===== config.mk =====
export PLATFORM = sky130hd
export DESIGN_NAME = pipeline_ctrl
export DESIGN_NICKNAME = d
export VERILOG_FILES = /design/src/rtl/pipeline_ctrl.sv
export SDC_FILE = /design/constraint.sdc
export NUM_CORES = 1
export LEC_CHECK = 0
export ABC_CLOCK_PERIOD_IN_PS = 2600
export CORE_MARGIN = 1.5
export CORE_UTILIZATION = 40
export DETAILED_ROUTE_END_ITERATION = 7
export PLACE_DENSITY = 0.81
export SLEW_MARGIN = 20
export SYNTH_ARGS = -nofsm -noshare
export SYNTH_HDL_FRONTEND = slang
export SYNTH_SLANG_ARGS = --single-unit
export TNS_END_PERCENT = 10

===== constraint.sdc =====
create_clock -name clk -period 2.6 [get_ports clk]
set_clock_uncertainty 0.1 [all_clocks]
set_input_delay 0.65 -clock clk [delete_from_list [all_inputs] [get_ports clk]]
set_output_delay 0.65 -clock clk [all_outputs]
set_load 0.02 [all_outputs]

===== src/rtl/pipeline_ctrl.sv =====
// pipeline_ctrl: hazard, stall, flush and forwarding control for a 5-stage pipeline.
//
// Ports
//   clk                   clock; all state updates on posedge
//   r                     synchronous active-low reset
//   id_rs, id_rt          source registers of the instruction in ID
//   ex_rs, ex_rt          source registers of the instruction in EX
//   ex_regwrite, ex_memread, ex_rd   EX-stage destination controls
//   mem_regwrite, mem_rd  EX/MEM destination
//   wb_regwrite, wb_rd    MEM/WB destination
//   br_taken              branch/jump resolved taken in EX
//   mem_req, mem_ack      data-memory access in MEM / completes this cycle
//   pc_en, ifid_en, idex_en, exmem_en   stage-register load enables
//   ifid_clr, idex_clr, memwb_clr       synchronous bubble-insert clears
//   fwd_a, fwd_b          EX operand select: 00 regfile, 10 EX/MEM, 01 MEM/WB
//   state                 FSM state (RUN=00, LDSTALL=01, MWAIT=10, FLUSH=11)
//   stall_cnt             saturating count of cycles with pc_en=0
//
// Configuration
//   PIPELINE_CTRL_FORWARD_EN defined: forwarding active, only load-use stalls.
//   Undefined (default): no forwarding, stall on any RAW match in EX/MEM/WB.

module pipeline_ctrl (
  input  logic        clk,
  input  logic        r,
  input  logic [4:0]  id_rs,
  input  logic [4:0]  id_rt,
  input  logic [4:0]  ex_rs,
  input  logic [4:0]  ex_rt,
  input  logic        ex_regwrite,
  input  logic        ex_memread,
  input  logic [4:0]  ex_rd,
  input  logic        mem_regwrite,
  input  logic [4:0]  mem_rd,
  input  logic        wb_regwrite,
  input  logic [4:0]  wb_rd,
  input  logic        br_taken,
  input  logic        mem_req,
  input  logic        mem_ack,
  output logic        pc_en,
  output logic        ifid_en,
  output logic        idex_en,
  output logic        exmem_en,
  output logic        ifid_clr,
  output logic        idex_clr,
  output logic        memwb_clr,
  output logic [1:0]  fwd_a,
  output logic [1:0]  fwd_b,
  output logic [1:0]  state,
  output logic [15:0] stall_cnt
);

  typedef enum logic [1:0] {
    StRun     = 2'b00,
    StLdStall = 2'b01,
    StMwait   = 2'b10,
    StFlush   = 2'b11
  } state_e;

  state_e      state_q, state_d;
  logic [15:0] cnt_q, cnt_d;
  logic        hazard;
  logic [1:0]  fwd_a_raw, fwd_b_raw;

  // Register 0 is hardwired, so a write to it never creates a dependency.
  function automatic logic dep(input logic we, input logic [4:0] rd, input logic [4:0] rs);
    return we && (rd != 5'd0) && (rd == rs);
  endfunction

`ifdef PIPELINE_CTRL_FORWARD_EN
  // Forwarding covers everything except a load result needed by the very next instruction.
  assign hazard = ex_memread && (dep(ex_regwrite, ex_rd, id_rs) || dep(ex_regwrite, ex_rd, id_rt));

  // EX/MEM is the younger result, so it takes precedence over MEM/WB.
  always_comb begin
    fwd_a_raw = 2'b00;
    fwd_b_raw = 2'b00;
    if (dep(mem_regwrite, mem_rd, ex_rs))     fwd_a_raw = 2'b10;
    else if (dep(wb_regwrite, wb_rd, ex_rs))  fwd_a_raw = 2'b01;
    if (dep(mem_regwrite, mem_rd, ex_rt))     fwd_b_raw = 2'b10;
    else if (dep(wb_regwrite, wb_rd, ex_rt))  fwd_b_raw = 2'b01;
  end
`else
  // Without forwarding, ID must wait until every in-flight producer has written back.
  assign hazard = dep(ex_regwrite, ex_rd, id_rs)   || dep(ex_regwrite, ex_rd, id_rt)  ||
                  dep(mem_regwrite, mem_rd, id_rs) || dep(mem_regwrite, mem_rd, id_rt) ||
                  dep(wb_regwrite, wb_rd, id_rs)   || dep(wb_regwrite, wb_rd, id_rt);
  assign fwd_a_raw = 2'b00;
  assign fwd_b_raw = 2'b00;
`endif

  always_comb begin
    state_d   = StRun;
    pc_en     = 1'b1;
    ifid_en   = 1'b1;
    idex_en   = 1'b1;
    exmem_en  = 1'b1;
    ifid_clr  = 1'b0;
    idex_clr  = 1'b0;
    memwb_clr = 1'b0;
    fwd_a     = fwd_a_raw;
    fwd_b     = fwd_b_raw;

    if (!r) begin
      pc_en     = 1'b0;
      ifid_en   = 1'b0;
      idex_en   = 1'b0;
      exmem_en  = 1'b0;
      ifid_clr  = 1'b1;
      idex_clr  = 1'b1;
      memwb_clr = 1'b1;
      fwd_a     = 2'b00;
      fwd_b     = 2'b00;
    end else if ((state_q == StMwait) ? !mem_ack : (mem_req && !mem_ack)) begin
      // Freeze everything up to MEM and drain a bubble into WB.
      state_d   = StMwait;
      pc_en     = 1'b0;
      ifid_en   = 1'b0;
      idex_en   = 1'b0;
      exmem_en  = 1'b0;
      memwb_clr = 1'b1;
    end else if (state_q == StMwait) begin
      state_d = StRun;
    end else if (br_taken && (state_q != StFlush)) begin
      state_d  = StFlush;
      ifid_clr = 1'b1;
      idex_clr = 1'b1;
    end else if (hazard) begin
      state_d  = StLdStall;
      pc_en    = 1'b0;
      ifid_en  = 1'b0;
      idex_clr = 1'b1;
    end
  end

  always_comb begin
    cnt_d = cnt_q;
    if (!pc_en && (cnt_q != 16'hFFFF)) cnt_d = cnt_q + 16'd1;
  end

  always_ff @(posedge clk) begin
    if (!r) begin
      state_q <= StRun;
      cnt_q   <= 16'd0;
    end else begin
      state_q <= state_d;
      cnt_q   <= cnt_d;
    end
  end

  assign state     = state_q;
  assign stall_cnt = cnt_q;

endmodule


==> results of run 1 <==
-- worst max-delay path, cell delays in order --
cell and delay [ps]:
buf_8 100, or4_4 530, o21ai_2 160, o22ai_2 130, buf_4 150, nor2_1 70
nor2_1 50, nor2_2 150, buf_4 170
-- stage by stage --
stage          area (um^2)  setup TNS [ps]
2_1_floorplan         1420            -194
3_3_place_gp          2170           -8810
3_5_place_dp          2170           -9870
4_1_cts               2210            -665
5_1_grt               2250           -2080
6_report              2250            -935
-- registers in the layout (all words and copies together) (netlist names) --
| name | cells |
|---|---|
| stall_cnt | 16 |
| state | 2 |
-- cell families after synthesis --
family | after synthesis | synth area share (%)
buffers and inverters | 15 | 6.21
adders and majority gates | 1 | 0.888
other | 1 | 0.266
muxes | 1 | 0.711
and+or+nand+nor | 73 | 30.5
AOI/OAI and AO/OA | 22 | 10.4
xor gates and xnor gates | 41 | 25.5
DFF | 18 | 25.6
-- how the worst min path moves through the flow --
stage	to	slack, ps
5_1_grt	stall_cnt[15]$_SDFFE_PN0P_	480
3_5_place_dp	stall_cnt[15]$_SDFFE_PN0P_	420
3_3_place_gp	stall_cnt[15]$_SDFFE_PN0P_	410
6_report	stall_cnt[15]$_SDFFE_PN0P_	430
4_1_cts	stall_cnt[15]$_SDFFE_PN0P_	430
2_1_floorplan	stall_cnt[15]$_SDFFE_PN0P_	460
-- Yosys cell counts (2+ instances only) --
cell,n
and3_1,5
xnor2_1,15
inv_1,4
nand4_1,2
xor2_1,26
a31oi_1,2
nor3b_2,3
o21ai_1,4
nor3_2,5
a21oi_1,3
nor2_1,21
o21ai_0,3
dfxtp_1,18
nand3_1,9
or4_1,3
nor2b_1,3
buf_4,6
nor3_1,6
a22oi_1,2
nand2_1,10
-- repair_timing --
item	4_1_cts	5_1_grt
resized for setup	104	12
setup buffers	3	2
setup endpoints to repair	20	7
pin swaps	19	7
endpoints found under the hold margin	0	0
-- area by class of cell --
type	count	area share (%)
clock buffers	3	1.00
multi-input cells	142	45.9
repair buffers	87	33.5
well taps	46	2.56
inverters	6	1.00
flip-flops and latches	18	16.0
-- cells in the final DEF (no fill, tap or decap), types with 8 or more instances in the layout --
cell type and count:
xor2_1 26, nand3_1 8, nor2_1 20, nand2_1 10, buf_4 31, dfxtp_1 18
xnor2_1 15, clkdlybuf4s50_1 25
-- report_power, final --
group	switching, mW	internal [mW]	total, mW
Clock	0.0832	0.0539	0.137
Combinational	0.142	0.142	0.284
Sequential	0.0102	0.284	0.294
Total	0.235	0.480	0.715
-- metal layers --
layer,global-route usage [%],vias up,routed length [um],share of wire [%]
li1,-,751,-,-
met1,27.0,710,1790,44
met2,37.4,39,2030,50
met3,3.62,8,130,3.2
met4,8.06,0,89,2.2
met5,0,-,0,0
==> metrics, run 1 <==
outcome complete, but fails checks; Pre-Repair DR Iteration Count 4; global route total overflow 0; final WL 4040 um; die width 62.3 um; Cell Area, Synth about 0.0014 mm^2; number of enable flip-flop cells after synthesis 0; worst hold stages 2; die area 0.00389 mm^2; layout cells sized above 1 31.6%; Yosys warning total 0; FMAX about 340 MHz; CP Data Required Time 1850 ps; Post-Syn Instances 172; Seq. cell area 360 um^2; vias in the first global route 1,472; multi-input gate area in the final layout 0.00103 mm^2; syn_area_per_cell 8.19 um^2; clk slew on worst S/H paths 100 ps; Initial Util 41.9%; final setup violation count 4; CP max FO 4; Reg-to-Reg End stall_cnt[4]$_SDFFE_PN0P_; Final Hold Fails 0; Port Buf Inserts 57; Die Ht 62.3 um; Area Growth Syn to Fin 59.6%; number of fill cells 294; Max Root-Sink Buffers 2; CP Capture Type output pin; area leader, netlist dfxtp_1; number of antenna violations at the first check in global routing 0; largest net degree at the start of global routing 12; area fraction of the dominant cell type after synthesis 25.6%; DP HPWL roughly 3100 um; gpl congestion 0.850; iteration-0 DRC count of the detailed router 35; FF-to-FF path depth 11; ys flop type dfxtp_1; Final period util 112%; Seq/Total Area, Yosys 25.6%; Unique masters post-synth 42; hold_sp stall_cnt[15]$_SDFFE_PN0P_; clock period minus worst slack ~3000 ps; fin nets slightly above 300; #FFs+latches synth 18; htree depth 1; reg2reg setup slack 490 ps; DRC Markers 0; Setup crit start mem_rd[4]; Arr. time, crit path approximately 2200 ps; DR WL/cell 13.4 um; r2r startpoint state[1]$_SDFF_PN0_; Post-synth ARST share 0%; Tot Pwr 0.715 mW; CTS Hold Bufs 0; Rows 21; DR vias around 1.5k; Antenna Nets Post-Route 0; Clock Sinks 18; min setup slack post-route -319 ps; violated checks negative setup slack; number of diodes 0; worst hold path class reg2reg; utilization after layout between 60% and 70%; Peak VDD IR 0.254 mV; Static Leak ~0.9 nW; worst hold margin 432 ps; # placed instances between 200 and 300; Non-Filler Instances 302; power density cells between 300 and 400 mW/mm^2; final slew viol count 0; global-route wire length before repair 6850 um; RSZ-0062 raised after global routing true; Worst Setup Start Kind input port; clk_lat worst skew around 290 ps; CTS tree done; # IOs 73; maxcap violations 0; Worst Setup Path Type in2out; Tot GR Track Use 21.6%; Vias per Instance 4.99; CTS Buf Count 3; Area contributors post-synth dfxtp_1 26%, xor2_1 16%, xnor2_1 9.3%; Setup Slack @ Placement -1030 ps; Setup crit end ifid_en; CTS root buf clkbuf_4; Core Region ~0.0034 mm^2
(Power assumes the default switching activity.)
==> run 2, diff against run 1 <==
Settings changed: ABC_AREA set to 1, CORE_UTILIZATION 40 to 43, SETUP_SLACK_MARGIN set to 0.2.
==> run 2 against run 1 <==
Design area rose by 21%. Utilization rose by 5.0 points. Critical path depth up 4. Synthesized cell count is 72% higher. Die area up 14%. Combinational power is 21% higher. Final cell count increased by 39%. Wire length increased by 28%. Worst hold slack worse by 27 ps. Total power increased by 22%. Clock-buffer cell count grew 1. The run now ends clean. Maximum frequency grew 17%. Largest cell class unchanged.
==> metrics, run 2 <==
Peak VDD IR approximately 0.2 mV; Reg-to-Reg End stall_cnt[11]$_SDFFE_PN0P_; RSZ-0062 raised after global routing true; ys flop type dfxtp_1; Clock Sinks 18; largest net degree at the start of global routing 20; syn_area_per_cell 5.85 um^2; worst hold margin about 410 ps; hold endpoint stall_cnt[13]$_SDFFE_PN0P_; Setup crit start mem_rd[1]; layout cells sized above 1 33.4%; DR vias 2,087; utilization after layout 71.9%; CP max FO 3; Unique masters post-synth 29; Die Ht approximately 66 um; number of diodes 0; die width around 66 um; final setup TNS 0 ps; DRC Markers 0; global-route wire length before repair 8120 um; outcome complete, no violations; DR WL/cell between 10 and 15 um; CTS Hold Bufs 0; CP bufs+invs 3; Crit path max-delay family simple AND/OR/NAND/NOR gates; FF-to-FF path depth 9; number of fill cells 298; area leader, netlist nand2_1; Post-synth ARST share 0%; htree depth 1; Final Hold Fails 0; crit-path cells buf_4 -> inv_2 -> nand2_1 -> a21oi_2 -> nand3_1 -> nand2_1 -> nand2_1 -> nand3_2 -> nand2_1 -> nand2_1 -> nand2_2 -> nand2_2 -> buf_6; Max stage delay on crit path 140 ps; clock period minus worst slack 2500 ps; global route total overflow 0; Area Growth Syn to Fin 56.4%; Antenna Nets Post-Route 0; Pre-Repair DR Iteration Count 5; CTS root buf clkbuf_8; CP Capture Type output pin; fin nets 417; CTS Buf Count 3; most frequent cell after synthesis nand2_1; DP HPWL 3570 um; Rows 22; worst hold path class reg2reg; number of enable flip-flop cells after synthesis 0; reg2reg setup slack 480 ps; #FFs+latches synth 18; slowest CP cell a21oi_2; Initial Util 46.0%; final slew viol count 0; hold_sp stall_cnt[13]$_SDFFE_PN0P_; die area 0.00442 mm^2; Tot GR Track Use about a quarter; Synth top cells by count 107 x nand2_1, 36 x inv_1, 30 x nand3_1, 25 x nor2_1, 18 x dfxtp_1; Arr. time, crit path 1750 ps; Largest register FFs 16; Worst Setup Start Kind input port; most frequent cells in the layout 99 x nand2_1, 31 x buf_6, 29 x nand3_1; final WL 5180 um; CTS tree done; area fraction of the dominant cell type after synthesis 23.2%; commonest non-fill, non-tap cell in the layout nand2_1; Cell Area, Synth 0.00173 mm^2; worst hold stages 2; Max Root-Sink Buffers 2; number of antenna violations at the first check in global routing 0; maxcap violations 0; Port Buf Inserts 57; Post-Syn Instances around 300; clk_lat worst skew 260 ps; power density cells 322 mW/mm^2; r2r startpoint stall_cnt[0]$_SDFFE_PN0P_; Worst Setup Path Type in2out; min setup slack post-route 99.3 ps; Static Leak 1.29 nW; Setup Slack @ Placement -817 ps; # IOs between 70 and 80; gpl congestion 0.858; Area contributors post-synth nand2_1 23%, dfxtp_1 21%, nand3_1 8.7%; Core Region roughly 0.0038 mm^2; Seq/Total Area, Yosys 20.8%; Final period util 96.2%; vias in the first global route 1,880; Vias per Instance 4.98; final setup violation count 0; CP Data Required Time ~1900 ps; iteration-0 DRC count of the detailed router 130; clk slew on worst S/H paths 70 ps; FMAX 400 MHz; Top cell by count, worst path nand2_1; Yosys warning total 0
## run 2: cell count changes in the layout (fill, tap and decap cells not counted), moves of 16 or more
cell and delta:
nand2_1 +89, buf_6 +27, xor2_1 -18, inv_1 +16
nand3_1 +21
## run 2: kinds of logic (layout without fill, tap and decap cells)
family                   count (synthesis)  count (layout)  share of synthesized area [%]
AND/OR/NAND/NOR                        179             179                           46.7
buffers and inverters                   54             126                           14.4
AO/OA/AOI/OAI                           23              23                           7.08
XOR/XNOR                                20              20                           10.1
flip-flops                              18              18                           20.8
adder cells (fa/ha/maj)                  1               1                          0.722
other                                    1               4                          0.216
## run 2: what timing repair did
item,in CTS,in global routing
setup buffers,8,0
resized for setup,190,53
pin swaps,39,39
setup endpoints to repair,22,6
## run 2: routing by layer
metal  share of wire, %  vias to the layer above  track usage, %
met5                  0                        -               0
met4                2.7                        0            7.65
met3                5.5                       21            4.90
met2                 49                       82            40.4
met1                 43                      929            28.6
li1                   -                     1055               -
## run 2: stage by stage
stage	power (mW)	area [um^2]	instances
floorplan	0.447	1770	299
global placement	0.566	2420	407
detailed placement	0.569	2420	407
CTS	0.833	2550	419
global route	0.914	2710	419
finish	0.872	2710	419
## run 2: area by class of cell
type                       count  area [um^2]  share of cell area [%]
inverter                      43          184                    6.79
multi-input combinational    227         1280                    47.1
tap                           48         60.1                    2.22
clock buffer                   4         55.1                    2.03
sequential                    18          360                    13.3
timing repair buffer          79          773                    28.5
## run 2: power breakdown
group	switching, mW	total [mW]	leakage, nW	internal (mW)
clock network	0.101	0.236	0.0288	0.135
registers	0.00926	0.292	0.146	0.283
logic	0.175	0.344	1.11	0.169
total	0.286	0.872	1.29	0.587
## run 2: how the worst max path moves through the flow
stage                    end  cells after the start  slack, ps
floorplan              pc_en                     14         40
global placement    idex_clr                     14       -790
detailed placement  idex_clr                     14       -820
CTS                 idex_clr                     12        130
global route        idex_clr                     12        -30
finish              idex_clr                     13        100
## run 2: worst reg2reg max path: stages, from the launching register on
cell and delay, ps:
dfxtp_1 440, ha_1 300, nand4_4 150, inv_2 110, nand2_2 80, nor3_4 150, nand3_4 220, nand2_4 250
nand2_1 90, a21oi_1 150
